==> src/rtl/sm3_expnd.sv <==
`timescale 1ns/1ps
`default_nettype none
// +--------------------------------------------------------------------------+
// | sm3_expnd : SM3 message expander, loads 16 words, emits Wj/W'j x 64       |
// | Rev 1.0                                                                   |
// +--------------------------------------------------------------------------+
module sm3_expnd (
    input  logic        clk,
    input  logic        rst_n,
    input  logic [31:0] pad_otpt_d,
    input  logic        pad_otpt_vld,
    input  logic        pad_otpt_lst,
    output logic        pad_otpt_ena,
    output logic [31:0] expnd_otpt_wj,
    output logic [31:0] expnd_otpt_wjj,
    output logic        expnd_otpt_lst,
    output logic        expnd_otpt_vld
);

    typedef enum logic [1:0] {
        IDLE  = 2'd0,
        LOAD  = 2'd1,
        EXPND = 2'd2
    } state_t;

    state_t      state_q, state_d;
    logic [31:0] win_q [16];
    logic [31:0] win_d [16];
    logic [3:0]  cnt_q, cnt_d;
    logic [5:0]  j_q, j_d;
    logic        blk_lst_q, blk_lst_d;
    logic        ena_q, ena_d;
    logic        vld_q, vld_d;
    logic        lst_q, lst_d;
    logic [31:0] wj_q, wj_d;
    logic [31:0] wjj_q, wjj_d;

    logic        xfer;
    logic [31:0] p1_in;
    logic [31:0] p1_out;
    logic [31:0] w_new;

    assign xfer   = pad_otpt_vld & ena_q;
    assign p1_in  = win_q[0] ^ win_q[7] ^ {win_q[13][16:0], win_q[13][31:17]};
    assign p1_out = p1_in ^ {p1_in[16:0], p1_in[31:17]} ^ {p1_in[8:0], p1_in[31:9]};
    assign w_new  = p1_out ^ {win_q[3][24:0], win_q[3][31:25]} ^ win_q[10];

    always_comb begin
        state_d   = state_q;
        cnt_d     = cnt_q;
        j_d       = '0;
        blk_lst_d = blk_lst_q;
        win_d     = win_q;

        case (state_q)
            IDLE: begin
                blk_lst_d = 1'b0;
                if (xfer) begin
                    state_d = LOAD;
                end
            end
            LOAD: begin
                if (xfer && (cnt_q == 4'd15)) begin
                    state_d   = EXPND;
                    blk_lst_d = pad_otpt_lst;
                end
            end
            EXPND: begin
                j_d = j_q + 6'd1;
                if (j_q == 6'd63) begin
                    state_d   = IDLE;
                    blk_lst_d = 1'b0;
                    j_d       = '0;
                end
            end
            default: state_d = IDLE;
        endcase

        if (xfer) begin
            cnt_d = cnt_q + 4'd1;
            for (int i = 0; i < 15; i++) begin
                win_d[i] = win_q[i + 1];
            end
            win_d[15] = pad_otpt_d;
        end else if (state_q == EXPND) begin
            for (int i = 0; i < 15; i++) begin
                win_d[i] = win_q[i + 1];
            end
            win_d[15] = w_new;
        end

        // Outputs are registered from the next-state window so round j is
        // visible during the j-th EXPND cycle.
        ena_d = (state_d != EXPND);
        vld_d = (state_d == EXPND);
        wj_d  = vld_d ? win_d[0] : '0;
        wjj_d = vld_d ? (win_d[0] ^ win_d[4]) : '0;
        lst_d = vld_d & (j_d == 6'd63) & blk_lst_d;
    end

    always_ff @(posedge clk or negedge rst_n) begin
        if (!rst_n) begin
            state_q   <= IDLE;
            cnt_q     <= '0;
            j_q       <= '0;
            blk_lst_q <= 1'b0;
            ena_q     <= 1'b0;
            vld_q     <= 1'b0;
            lst_q     <= 1'b0;
            wj_q      <= '0;
            wjj_q     <= '0;
            for (int i = 0; i < 16; i++) begin
                win_q[i] <= '0;
            end
        end else begin
            state_q   <= state_d;
            cnt_q     <= cnt_d;
            j_q       <= j_d;
            blk_lst_q <= blk_lst_d;
            ena_q     <= ena_d;
            vld_q     <= vld_d;
            lst_q     <= lst_d;
            wj_q      <= wj_d;
            wjj_q     <= wjj_d;
            for (int i = 0; i < 16; i++) begin
                win_q[i] <= win_d[i];
            end
        end
    end

    assign pad_otpt_ena   = ena_q;
    assign expnd_otpt_vld = vld_q;
    assign expnd_otpt_lst = lst_q;
    assign expnd_otpt_wj  = wj_q;
    assign expnd_otpt_wjj = wjj_q;

endmodule
`default_nettype wire

==> config.mk <==
export PLATFORM = sky130hd
export DESIGN_NAME = sm3_expnd
export DESIGN_NICKNAME = d
export VERILOG_FILES = /design/src/rtl/sm3_expnd.sv
export SDC_FILE = /design/constraint.sdc
export NUM_CORES = 1
export LEC_CHECK = 0
export ABC_CLOCK_PERIOD_IN_PS = 2500
export BUFFER_PORTS_ARGS = -buffer_cell sky130_fd_sc_hd__buf_2
export CORE_ASPECT_RATIO = 1.2
export CORE_MARGIN = 1.5
export CORE_UTILIZATION = 25
export DETAILED_ROUTE_END_ITERATION = 8
export GPL_TIMING_DRIVEN = 0
export PLACE_DENSITY = 0.5
export SYNTH_ARGS = -nofsm -noshare
export SYNTH_HDL_FRONTEND = slang
export SYNTH_SLANG_ARGS = --single-unit
==> constraint.sdc <==
create_clock -name clk -period 2.5 [get_ports clk]
set_input_delay 0.5 -clock clk [delete_from_list [all_inputs] [get_ports clk]]
set_output_delay 0.5 -clock clk [all_outputs]
set_load 0.05 [all_outputs]
# Word level (Yosys, flattened, before mapping)

Index checks and enable logic that the tools add are counted.

$add $sub $neg: 2
Equal/unequal tests: 7
Muxes and demuxes: 13
Bitwise gates (word level): 10
Reductions and logical operators: 3

Operators with widths:

| operator                                                        | count |
|---|---|
| 512-bit 2-to-1 mux                                              | 2 |
| 32-bit bitwise XOR                                              | 7 |
| 32-bit 2-to-1 mux                                               | 2 |
| 6-bit == test, second input constant                            | 2 |
| 6-bit 2-to-1 mux                                                | 2 |
| 6-bit by 1-bit adder with 6-bit output, second input constant   | 1 |
| 2-bit 2-to-1 mux                                                | 3 |
| 2-bit one-hot mux with 3 select lines                           | 1 |
| 4-bit by 1-bit adder with 4-bit output, second input constant   | 1 |
| 2-bit == test, second input constant                            | 2 |
| 4-bit == test, second input constant                            | 1 |
| 1-bit bitwise AND                                               | 3 |
| 1-bit one-hot mux with 3 select lines                           | 1 |
| 2-bit by 1-bit == test with 1-bit output, second input constant | 1 |
| 2-bit zero test                                                 | 1 |
| 1-bit 2-to-1 mux                                                | 2 |
| 2-bit != test, second input constant                            | 1 |
| 2-bit nonzero test                                              | 1 |
| 1-bit logical AND                                               | 1 |

Register bits after elaboration: 592
Bits of input ports: 36
Output and inout port bits: 67
Logic and storage cells: 60

# Longest topological paths before layout

Gate-level depths: netlist (run 1).

Depth in word-level cells: 10
Mapped depth: 8
Gate-level depth less buffers: 5

# Worst setup path after synthesis (run 1)

Ideal clock, no wire load.

Path type: register -> register
Start: register ena_q, in the netlist pad_otpt_ena
End: register win_q[28] in the netlist's numbering
Library setup time: 135 ps
Arrival: 1714 ps
Required time: 2365 ps
Slack: 651 ps
Stages on the path, launching flop included: 8
Path buffers: 3
Clock period less this slack: 1849 ps
Cells stage by stage: dfrtp_1 and2_1 buf_2 nor2_4 buf_2 buf_2 a22oi_1 o21ai_0

Word-level cells in the longest chain between the ends: 2
Elaborated cells between the ends (all ways): 3
Those cells by class: mux: 1; bitwise: 1; reduce/logical: 1

RTL lines:

| element                                                  | line | RTL |
|---|---|---|
| from (decl)                                              | 32   | `logic ena_q, ena_d;` |
| from (signal assigned)                                   | 120  | `ena_q <= ena_d;` |
| 1-bit bitwise AND (*)                                    | 43   | `assign xfer = pad_otpt_vld & ena_q;` |
| 512-bit 2-to-1 mux or 2-bit nonzero test (tied branches) | n/a  |  |
| to (signal, indexed assignment)                          | 126  | `win_q[i] <= win_d[i];` |
| to (decl)                                                | 27   | `logic [31:0] win_q [16];` |

Mark *: on every way between the ends. The rest lies on a longest branch, timed or not.
A chain may end at the register's enable or synchronous reset.

# Worst setup path after layout (run 1)

Start: register ena_q, in the netlist pad_otpt_ena
End: register wjj_q[15], in the netlist expnd_otpt_wjj[15]

Word-level cells in the longest chain between the ends: 6
Elaborated cells between the ends (all ways): 9
Those cells by class: eq/ne: 1; mux: 5; bitwise: 2; reduce/logical: 1

RTL lines:

| element                               | line | RTL |
|---|---|---|
| 1-bit bitwise AND (*)                 | 43   |  |
| 1-bit logical AND                     | 63   | `if (xfer && (cnt_q == 4'd15)) begin` |
| 2-bit 2-to-1 mux                      | 63   |  |
| 2-bit one-hot mux with 3 select lines | 55   | `case (state_q)` |
| 2-bit == test                         | 95   | `vld_d = (state_d == EXPND);` |
| 32-bit 2-to-1 mux (*)                 | 97   | `wjj_d = vld_d ? (win_d[0] ^ win_d[4]) : '0;` |
| net wjj_d[15]                         | 36   | `logic [31:0] wjj_q, wjj_d;` |
| to (signal assigned)                  | 124  | `wjj_q <= wjj_d;` |
| to (decl)                             | 36   |  |

Mark *: on every way through the listed nets, which the timed path passes. The rest lies on a longest branch.

==> flow_metrics.py, run 1 <==
metrics = {
    "run_status": {
        "outcome": "finished, final reports clean",
    },
    "synthesis": {
        "syn_area_sq_um": 24990,
        "ys_warn_count": 0,
        "synth_area_leaders": "dfrtp_1 59%, nand2_1 19%, xnor2_1 4.6%",
        "ys_ff_latch": 592,
        "syn_nets": 2609,
        "synthArstFlopShare": 1.000,
        "syn_inst": 2571,
        "synth_top_cell_area_share": 0.5929,
        "synth-seq-area-share": 0.5929,
        "synth-edff-count": 0,
        "synth_top_area_cell": "dfrtp_1",
        "ys_types": 42,
        "syn_avg_cell_area_sq_um": 9.718,
        "yosys_most_used_dff": "dfrtp_1",
    },
    "critical_path": {
        "path_max_fanout": 10,
        "crit_type": "flop to flop",
        "cp.required_ns": 3.00,
        "critPathMaxStageDelay_ns": 0.50,
        "arrival_ns": 2.79,
        "end_kind": "flop",
        "crit_chain": "nand2_1, buf_2, clkbuf_1, a21boi_0, a211o_1, a21oi_1",
        "start_kind": "flop",
        "critPathSlowestCell": "clkbuf_1",
    },
    "cells_and_area": {
        "stdcell_area_sq_um": 29410,
        "drive_above_1_share": 0.1488,
        "syn_to_final_growth_pct": 17.71,
        "nFillCells": 10490,
        "num-nets-final": 2779,
        "utilization": 0.2980,
    },
    "routing": {
        "vias": 17650,
        "top_layer": "met5",
        "drt-wirelength-per-cell_um": 18.80,
        "met2WireLength_mm": 38.30,
        "drt_iter0_markers": 1201,
        "via_per_inst": 4.336,
        "final_antenna_net_count": 0,
        "wl_mm": 76.51,
        "dr_wl_met3_mm": 3.806,
        "routedLengthMet1_mm": 32.25,
        "drt-pass1-iter-count": 6,
        "drc": 0,
    },
    "sta": {
        "rsz0062_at_grt": "false",
        "setup_violations": 0,
        "fmaxAchievable_mhz": 437.9,
        "finalHoldViolations": 0,
        "fin_tns_setup_ns": 0,
        "tightest_slew_ns": 0.8667,
        "period_share": 0.9135,
        "slew_headroom": 0.4222,
        "whs_ns": 0.1086,
        "period_minus_slack_ns": 2.284,
        "finalMaxSlewViolations": 0,
        "clock_skew_ns": 0.02989,
        "final.setup.worst_slack_ns": 0.2163,
    },
    "clock_tree": {
        "clk-insertion-delay-late_ns": 0.65,
        "cts_made_buffers": 60,
        "cts-root-buf": "clkbuf_16",
        "cts.path.max_buffers": 3,
        "cts_sinks": 592,
        "cts_setup_buffers": 0,
        "cts_tree": "done",
        "htreeDepth": 2,
        "cts.clk_slew.worst_paths_ns": 0.06,
    },
    "global_routing": {
        "antenna_found_initial": 8,
        "grt_pass1_wl_mm": 116.6,
        "grtUsageTotal": 0.1521,
        "first_global_vias": 18180,
        "grt_start_max_net_pins": 117,
        "grt_overflow": 0,
    },
    "job": {
        "cap_viol_max_count": 0,
    },
    "floorplan": {
        "die_h_um": 349.3,
        "io_pins": 103,
        "initial_core_util": 0.2532,
        "dieArea_sq_um": 101900,
        "coreArea_sq_um": 98690,
        "fp.dieW_um": 291.6,
        "num_rows": 126,
    },
    "place": {
        "place_hpwl_mm": 58.74,
        "place_congestion": 0.8915,
        "place_ws_ns": -0.1641,
        "port_buffers": 102,
        "placed_area_sq_um": 27240,
    },
    "power_and_ir_drop": {
        "power_frac_comb": 0.338,
        "p_int_mw": 23.21,
        "power.density_nw_per_um2": 1273,
        "clock_power_share": 0.263,
        "pwr-share-seq": 0.398,
        "vdd_drop_max_mv": 0.8453,
        "p_sw_frac": 0.3799,
        "leakagePower_nw": 15.21,
        "p_sw_mw": 14.22,
    },
    "min_path": {
        "hold_path_class": "input pin to flop",
    },
}
power by group through the flow:
stage	Sequential, mW	Clock [mW]	Combinational [mW]
CTS	14.9	10.1	12.8
global route	15.2	10.5	13.7
global placement	15.0	0	12.6
finish	14.9	9.85	12.7
detailed placement	15.1	0	12.7
floorplan	13.9	0	8.32
synthesized netlist by cell type, types with 2 or more instances:
cell type,count
a211o_1,32
a21boi_0,31
a21oi_1,58
a21oi_2,6
a22oi_1,32
and2_1,3
and3_1,32
buf_1,5
buf_2,87
buf_4,11
buf_6,12
clkbuf_1,22
dfrtp_1,592
ha_1,2
inv_1,3
nand2_1,1290
nand3_1,9
nand3_2,27
nor2_1,5
o211ai_1,34
o21ai_0,19
o21ai_1,20
o21ai_2,26
or2_2,32
xnor2_1,132
xnor3_1,32
xor2_1,2
state kept, by name (all words and copies together), names as in the netlist:
name,flops
win_q,512
expnd_otpt_wj,32
expnd_otpt_wjj,32
j_q,6
cnt_q,4
state_q,2
blk_lst_q,1
expnd_otpt_lst,1
expnd_otpt_vld,1
pad_otpt_ena,1
routing by layer:
layer  up-vias  GRT usage
met5         -          0
met3       108    0.02582
met4        14    0.04560
met2       330     0.2696
met1      8663     0.1884
li1       8532          -
path summary, 6_finish.rpt:
kind                                 from                 end  slack, ns  depth (start not counted)
max                          pad_otpt_ena  expnd_otpt_wjj[15]       0.22                          6
max in group asynchronous           rst_n          win_q[286]       0.37                          4
min                        pad_otpt_d[23]           win_q[23]       0.11                          3
min in group asynchronous           rst_n   expnd_otpt_wj[15]       0.47                          2
max reg2reg                  pad_otpt_ena  expnd_otpt_wjj[15]       0.22                          6
min reg2reg                    win_q[288]          win_q[320]       0.45                          2
final cells by class:
type / count / area (sq um) / share of cell area
repair buffers: 108 / 668.1 / 0.02272
plain buffers: 138 / 762.0 / 0.02591
multi-input cells: 1838 / 9400 / 0.3196
diodes: 1 / 2.502 / 0.00008508
inverters: 3 / 11.26 / 0.0003829
clock inverters: 29 / 419.2 / 0.01425
clock buffers: 81 / 1732 / 0.05888
well taps: 1280 / 1602 / 0.05445
flip-flops and latches: 592 / 14810 / 0.5037
worst max-delay path: cells and delay by family (launching register included):
kind                   cells  cell delay [ns]
AOI/OAI and AO/OA          3             0.84
DFF                        1             0.41
and+or+nand+nor            1             0.12
buffers and inverters      2             0.77
repair_timing:
item | CTS | global route
hold buffers | 1 | 0
gates resized for setup | 0 | 4
hold endpoints to repair | 87 | 0
endpoints found under the setup margin | 0 | 4
layout by cell type (no fill, tap or decap), drive strengths merged, types with 2 or more instances in the layout:
master	n
nor2	6
xnor3	32
and2	3
a21boi	32
or2	33
a21oi	64
a22oi	32
o21ai	65
clkbuf	104
clkinv	12
and3	32
a211o	32
xor2	2
o311ai	2
dfrtp	592
ha	2
o211ai	34
nand3	36
bufinv	10
clkinvlp	5
xnor2	132
inv	5
nand2	1290
buf	222
logic make-up after synthesis:
kind of cell    share of synthesized area
simple gates                       0.2265
flops                              0.5929
compound gates                    0.07296
xor+xnor                          0.07582
buf+inv                           0.03085
fa+ha+maj                        0.001001
metrics by stage:
stage / cells / total power, mW
after floorplan: 2571 / 22.23
after global placement: 3953 / 27.61
after detailed placement: 3958 / 27.71
after CTS: 4069 / 37.76
after global routing: 4069 / 39.41
final: 4070 / 37.43
Power figures use the tool's default switching activity.
==> inputs of run 2 (changes only) <==
BUFFER_PORTS_ARGS = -buffer_cell sky130_fd_sc_hd__buf_4   (was -buffer_cell sky130_fd_sc_hd__buf_2)
PLACE_DENSITY = not set   (was 0.5)
==> run 2 against run 1 <==
Net effect:
- core utilization barely moved
- die area did not move
- worst hold slack lost 0.0015 ns
- register-to-register slack worse by 0.09 ns
- fmax is 3.8% lower
- routed wire length is 5.2% lower
- sequential share of layout area hardly changed
- non-clock buffer count is the same
- critical path type unchanged
==> flow_metrics.py, run 2 (synthesis gave the netlist of run 1 again) <==
metrics = {
    "sta": {
        "rsz0062_at_grt": "false",
        "whs_ns": 0.1071,
        "tightest_slew_ns": 0.8402,
        "finalMaxSlewViolations": 0,
        "setup_violations": 0,
        "clock_skew_ns": 0.03647,
        "slew_headroom": 0.4399,
        "period_minus_slack_ns": 2.374,
        "period_share": 0.9497,
        "finalHoldViolations": 0,
        "fmaxAchievable_mhz": 421.2,
    },
    "floorplan": {
        "coreArea_sq_um": 98690,
        "fp.dieW_um": 291.6,
        "num_rows": 126,
        "dieArea_sq_um": 101900,
        "initial_core_util": 0.2532,
        "die_h_um": 349.3,
        "io_pins": 103,
    },
    "place": {
        "port_buffers": 102,
        "dp.cells": 3958,
        "placed_area_sq_um": 27500,
        "place_congestion": 0.9300,
        "place_hpwl_mm": 56.16,
    },
    "critical_path": {
        "critPathMaxStageDelay_ns": 0.47,
        "r2r-start": "pad_otpt_ena",
        "start_kind": "flop",
        "end_kind": "flop",
        "cp_top_family": "buffers and inverters",
        "path_max_fanout": 10,
        "crit_path_start": "pad_otpt_ena",
        "crit_chain": "nand2_1, clkbuf_1, buf_2, nand3_2, a211o_1, a21oi_1",
        "reg2reg_depth": 6,
        "worst-path-stages": 6,
        "endpoint": "expnd_otpt_wjj[15]",
        "path_buf_inv": 2,
        "r2r_end": "expnd_otpt_wjj[15]",
        "crit_type": "flop to flop",
        "critPathSlowestCell": "clkbuf_1",
        "cp.required_ns": 2.99,
        "reg2reg_slack_ns": 0.13,
        "arrival_ns": 2.87,
    },
    "routing": {
        "final_antenna_net_count": 0,
        "drt-wirelength-per-cell_um": 17.85,
        "via_per_inst": 4.374,
        "drt-pass1-iter-count": 5,
        "drt_iter0_markers": 1262,
        "vias": 17780,
        "drc": 0,
        "wl_mm": 72.57,
    },
    "clock_tree": {
        "cts-root-buf": "clkbuf_16",
        "cts.path.max_buffers": 3,
        "htreeDepth": 2,
        "cts_tree": "done",
        "cts_made_buffers": 57,
        "cts_sinks": 592,
        "clk-insertion-delay-late_ns": 0.65,
        "cts.clk_slew.worst_paths_ns": 0.06,
        "cts_resized": 0,
    },
    "global_routing": {
        "antenna_found_initial": 2,
        "first_global_vias": 17680,
        "grt_pass1_wl_mm": 110.5,
        "grtUsageTotal": 0.1429,
        "grt_overflow": 0,
        "grt_start_max_net_pins": 122,
    },
    "run_status": {
        "outcome": "finished, final reports clean",
    },
    "cells_and_area": {
        "stdcell_area_sq_um": 29420,
        "final_common_cell": "nand2_1",
        "drive_above_1_share": 0.1443,
        "finalNonFillerCells": 4066,
        "num-nets-final": 2776,
        "syn_to_final_growth_pct": 17.74,
        "antenna_cells": 0,
        "largest-register": "win_q",
        "layout_common_cells": "1290 x nand2_1, 592 x dfrtp_1, 132 x xnor2_1, 112 x buf_4, 87 x buf_2",
        "nFillCells": 10380,
        "largest_register_ffs": 512,
    },
    "job": {
        "cap_viol_max_count": 0,
    },
    "power_and_ir_drop": {
        "vdd_drop_max_mv": 0.6273,
        "finalPower_mw": 36.08,
        "leakagePower_nw": 15.11,
        "power.density_nw_per_um2": 1226,
    },
    "min_path": {
        "hold_path_class": "input pin to flop",
        "min-delay-start": "pad_otpt_d[16]",
    },
}
## run 2: power by group
group	switching (mW)	total, mW	leakage, nW	internal (mW)
registers	2.54	14.8	7.84	12.3
clock network	3.86	8.80	0.940	4.94
logic	7.37	12.4	6.34	5.07
## run 2: routing by layer
layer / share of wire / routed length [um] / global-route usage / up-vias
met1: 0.43 / 31100 / 0.1810 / 8763
met5: 0.00012 / 9 / 0 / -
met3: 0.043 / 3135 / 0.01755 / 107
met4: 0.036 / 2577 / 0.05208 / 2
met2: 0.49 / 35740 / 0.2495 / 367
li1: - / - / - / 8545
## run 2: how the worst min path moves through the flow
stage	endpoint	depth (start not counted)
final	win_q[16]	3
after global routing	win_q[16]	3
after CTS	win_q[16]	3
after detailed placement	win_q[337]	2
after global placement	win_q[337]	2
after floorplan	blk_lst_q	0
## run 2: per-stage QoR
| step | util | setup slack, ns | setup TNS [ns] |
|---|---|---|---|
| finish | 0.2981 | 0.1257 | 0 |
| global route | 0.2981 | 0.04863 | 0 |
| CTS | 0.2981 | 0.05344 | 0 |
| detailed placement | 0.2786 | -0.1332 | -0.1332 |
| global placement | 0.2772 | -5.699 | -3316.94 |
| floorplan | - | 0.6507 | 0 |
## run 2: worst min-delay path, stage by stage
cell and delay (ns):
buf_4 0.08, a22oi_1 0.06, o21ai_1 0.07
## run 2: final cells by class
| type | instances | area (sq um) | share of cell area |
|---|---|---|---|
| repair buffers | 108 | 920.9 | 0.03130 |
| flip-flops and latches | 592 | 14810 | 0.5036 |
| clock inverters | 22 | 249.0 | 0.008464 |
| inverters | 3 | 11.26 | 0.0003828 |
| well taps | 1280 | 1602 | 0.05444 |
| clock buffers | 85 | 1662 | 0.05648 |
| multi-input cells | 1838 | 9400 | 0.3195 |
| plain buffers | 138 | 759.5 | 0.02582 |
## run 2: timing repair
action | 4_1_cts | 5_1_grt
hold buffers | 1 | 0
buffers inserted | 0 | 0
hold endpoints to repair | 54 | 0
